==> src/rtl/gry_bin_seq.sv <==
// gry_bin_seq: sequential Gray-to-binary converter.
// Accepts one N-bit Gray word through a valid/ready handshake and resolves
// one binary bit per clock, MSB first. It then holds the result under a
// valid/ready handshake until the consumer takes it. Only one word is in
// flight at a time.
module gry_bin_seq #(
  parameter int N = 8
) (
  input  logic         clk,
  input  logic         rst,
  input  logic         in_valid,
  output logic         in_ready,
  input  logic [N-1:0] gray,
  output logic         out_valid,
  input  logic         out_ready,
  output logic [N-1:0] binary,
  output logic         busy
);

  localparam int IDX_W = $clog2(N);
  localparam logic [IDX_W-1:0] IDX_TOP = IDX_W'(N - 2);

  typedef enum logic [1:0] {
    S_IDLE = 2'd0,
    S_CONV = 2'd1,
    S_DONE = 2'd2
  } state_t;

  state_t           r_state;
  state_t           w_state_next;
  logic [N-1:0]     r_gray;
  logic [N-1:0]     r_work;
  logic [N-1:0]     r_binary;
  logic [IDX_W-1:0] r_idx;

  logic             w_accept;
  logic             w_release;
  logic             w_last;
  logic [IDX_W-1:0] w_idx_up;
  logic             w_bit;
  logic [N-1:0]     w_work_next;

  // Handshake qualifiers and the single-bit XOR step.
  // idx never exceeds N-2, so idx+1 always fits in IDX_W bits.
  assign w_accept  = in_valid && (r_state == S_IDLE);
  assign w_release = out_ready && (r_state == S_DONE);
  assign w_last    = (r_idx == '0);
  assign w_idx_up  = r_idx + IDX_W'(1);
  assign w_bit     = r_work[w_idx_up] ^ r_gray[r_idx];

  // Work word with the current bit resolved; this is what gets committed this cycle.
  always_comb begin
    w_work_next        = r_work;
    w_work_next[r_idx] = w_bit;
  end

  // State register; reset takes effect without waiting for a clock edge.
  always_ff @(posedge clk or posedge rst) begin
    if (rst) begin
      r_state <= S_IDLE;
    end else begin
      r_state <= w_state_next;
    end
  end

  // Next-state logic and the state-decoded handshake/status outputs.
  always_comb begin
    w_state_next = r_state;
    in_ready     = 1'b0;
    out_valid    = 1'b0;
    busy         = 1'b0;
    case (r_state)
      S_IDLE: begin
        in_ready = 1'b1;
        if (w_accept) begin
          w_state_next = S_CONV;
        end
      end
      S_CONV: begin
        busy = 1'b1;
        if (w_last) begin
          w_state_next = S_DONE;
        end
      end
      S_DONE: begin
        out_valid = 1'b1;
        if (w_release) begin
          w_state_next = S_IDLE;
        end
      end
      default: begin
        w_state_next = S_IDLE;
      end
    endcase
  end

  // Datapath: capture on accept, resolve one bit per CONV cycle, and publish on the last bit.
  always_ff @(posedge clk or posedge rst) begin
    if (rst) begin
      r_gray   <= '0;
      r_work   <= '0;
      r_binary <= '0;
      r_idx    <= '0;
    end else begin
      case (r_state)
        S_IDLE: begin
          if (w_accept) begin
            r_gray <= gray;
            // The MSB of the binary value equals the Gray MSB.
            r_work <= {gray[N-1], {(N-1){1'b0}}};
            r_idx  <= IDX_TOP;
          end
        end
        S_CONV: begin
          r_work <= w_work_next;
          if (w_last) begin
            r_binary <= w_work_next;
          end else begin
            r_idx <= r_idx - IDX_W'(1);
          end
        end
        default: begin
          // DONE holds everything until the consumer takes the result.
        end
      endcase
    end
  end

  assign binary = r_binary;

endmodule

==> config.mk <==
export PLATFORM = sky130hd
export DESIGN_NAME = gry_bin_seq
export DESIGN_NICKNAME = d
export VERILOG_FILES = /design/src/rtl/gry_bin_seq.sv
export SDC_FILE = /design/constraint.sdc
export NUM_CORES = 1
export LEC_CHECK = 0
export CORE_MARGIN = 2
export CORE_UTILIZATION = 35
export DETAILED_ROUTE_END_ITERATION = 16
export PLACE_DENSITY_LB_ADDON = 0.3
export SYNTH_ARGS = -nofsm -noshare
export SYNTH_HDL_FRONTEND = slang
export SYNTH_SLANG_ARGS = --single-unit
export TNS_END_PERCENT = 5
==> constraint.sdc <==
create_clock -name clk -period 7 [get_ports clk]
set_input_delay 1.4 -clock clk [delete_from_list [all_inputs] [get_ports clk]]
set_output_delay 1.4 -clock clk [all_outputs]
set_load 0.02 [all_outputs]
==> qor.txt <==
CTS tree - done
Post-synthesis sequential area ratio - 0.4996
Drt drc - 0
Core area - 4000 um^2
Vias in the first global route - 968
Total CTS buffers - 5
Post-Syn Instances - 130
Slew margin rel. - 0.2847
DR pass1 iterations - 4
# diodes - 0
Post-synth EDFFs - 0
Unrepaired setup endpoints after global routing - false
Clock Skew - 5.307 ps
Synth Flop Type - dfrtp_1
Crit. End Element - output pin
IO Pins - 23
Internal power - 0.0005349 W
Synth top area share - 0.4996
Sw Ratio - 0.4023
IO Port Bufs - 22
Clock-pin transition on the worst setup and hold timing paths - 60 ps
Setup TNS - 0 ps
Slew @ Worst Pin - 1072 ps
First-pass GRT wire length - 4664 um
Die area - 4682 um^2
Largest delay share family, worst path - buffers and inverters
FFs w/ async S/R, synth - 1.000
Crit-path max cell delay - 640 ps
Reg power frac - 0.346
Die width - 68.43 um
Detailed-route vias per instance - 5.163
Clock Sinks - 29
Design area - 1780 um^2
Netlist cell types - 28
Synth area leaders - dfrtp_1, mux4_1, mux2_2
Arrival time at the worst endpoint - 1860 ps
Crit path cell chain - nand2b_1, inv_1, clkdlybuf4s50_1
Tot GR Track Use - 0.1409
Initial antenna violation count - 0
WP buf/inv - 2
Die height - 68.43 um
H-tree Lvls - 2
Warnings from Yosys - 0
Layout overhead on the synthesized area - 22.57%
Nets - 167
Post-CTS setup buffers - 0
Synth Net Count - 145
Max-cap viol count - 0
Max Freq - 306.5 MHz
Vias after detailed routing - 1,043
Clk_lat worst skew - 280 ps
Tot Pwr - 0.0008949 W
Net Sw Power - 0.0003600 W
Largest area contributor in the netlist - dfrtp_1
Total gr overflow - 0
Most frequent cell after synthesis - dfrtp_1
Tmin final - 3262 ps
Drt total wl - 2875 um
# placed instances - 195
Syn avg cell area - 11.17 um^2
Setup-failing EPs final - 0
Max clock buf depth - 2
Leakage - 0.7970 nW
Setup CP Type - flop to output pin
CTS Hold Bufs - 0
Clock power share - 0.152
Routed WL per cell - 14.23 um
Status - finished clean
DP Area - 1694 um^2
Rows - 23
Startpoint Class - flop
Clock root buffer - clkbuf_8
Max Slew Vio Count - 0
Final HPWL DP - 2004 um
Layout cells sized above 1 - 0.1382
Highest-delay cell along the critical path - clkdlybuf4s50_1
Post-synth top cells - dfrtp_1, nand2_1, o21ai_0
Tightest Hold Check Type - flop to flop
Comb pwr share - 0.502
Final cell count without fillers - 202
#FFs+latches synth - 29
GPL Wtd Cong - 0.8629
Cell area power density - 502.6 nW/um^2
Worst Path Max Fanout - 10
Largest net degree at the start of global routing - 30
DRT iter0 DRCs - 33
WHS - 465.6 ps
Final ANT Viol Nets - 0
CP required - 5600 ps
Fin. Hold Viols - 0
Tcrit/Tclk final - 0.4660
Post-cts sizing count - 0
Post-Syn Area - 1453 um^2
Maximum vdd ir drop - 0.0002329 V
Initial Util - 0.3632
cell usage in the layout, fill, tap and decap left out, drive strengths merged, types with 2 or more instances in the layout:
cell type / n
nand2b: 2
and3: 3
clkbuf: 7
inv: 5
mux2i: 6
clkdlybuf4s50: 22
ha: 3
nand2: 15
nor2: 9
o21ai: 10
a21oi: 4
and2: 3
nor3: 6
mux4: 4
dfrtp: 29
a22o: 7
mux2: 8
per-stage QoR:
step	util	setup slack (ps)
5_1_grt	0.4451	3656
3_3_place_gp	0.4235	4097
4_1_cts	0.4451	3754
2_1_floorplan	-	4530
6_report	0.4451	3738
3_5_place_dp	0.4235	3984
state kept, by name, indices dropped and copies added, names as in the netlist:
| signal | count |
|---|---|
| r_state | 2 |
| binary | 8 |
| r_gray | 8 |
| r_idx | 3 |
| r_work | 8 |
metal layers:
layer,global-route usage,wire [um],vias to the layer above,part of all wire
met4,0.05250,43,0,0.015
met2,0.2175,1302,28,0.45
li1,-,-,505,-
met3,0.04441,144,5,0.050
met5,0,0,-,0
met1,0.1843,1384,505,0.48
power groups by stage:
stage               Combinational (W)  Clock, W  Sequential [W]
floorplan                    0.000347         0        0.000306
global placement             0.000441         0        0.000307
detailed placement           0.000449         0        0.000311
CTS                          0.000453  0.000140        0.000309
global route                 0.000494  0.000149        0.000317
finish                       0.000450  0.000136        0.000309
logic make-up after synthesis:
logic type                 after synthesis  synth area share
and+or+nand+nor                         42            0.1352
DFF                                     29            0.4996
muxes                                   18            0.1757
xor gates and xnor gates                 2           0.01206
buffers and inverters                   12           0.04135
adders and majority gates                3           0.02584
AOI/OAI and AO/OA                       24            0.1103
tightest hold or removal path, cell delays in order, from the launching register on:
cell and delay [ps]:
dfrtp_1 340, nand2_1 50, nand2_1 50
cell type report:
type | count | area, um^2
clock buffers | 7 | 86.33
fillers | 391 | 2220
inverters | 5 | 18.77
multi-input cells | 89 | 666.9
flip-flops and latches | 29 | 725.7
well taps | 50 | 62.56
repair buffers | 22 | 220.2
path summary, 6_finish.rpt:
path                       startpoint         to  slack (ps)  depth (start not counted)
max reg2reg                  r_idx[0]  r_work[1]        3910                          7
max                        r_state[1]       busy        3740                          3
min reg2reg                 binary[5]  binary[5]         470                          2
min in group asynchronous         rst  r_gray[0]        1690                          2
min                         binary[5]  binary[5]         470                          2
max in group asynchronous         rst  r_gray[2]        4660                          2
No activity file was read; power rests on OpenSTA's default activity.
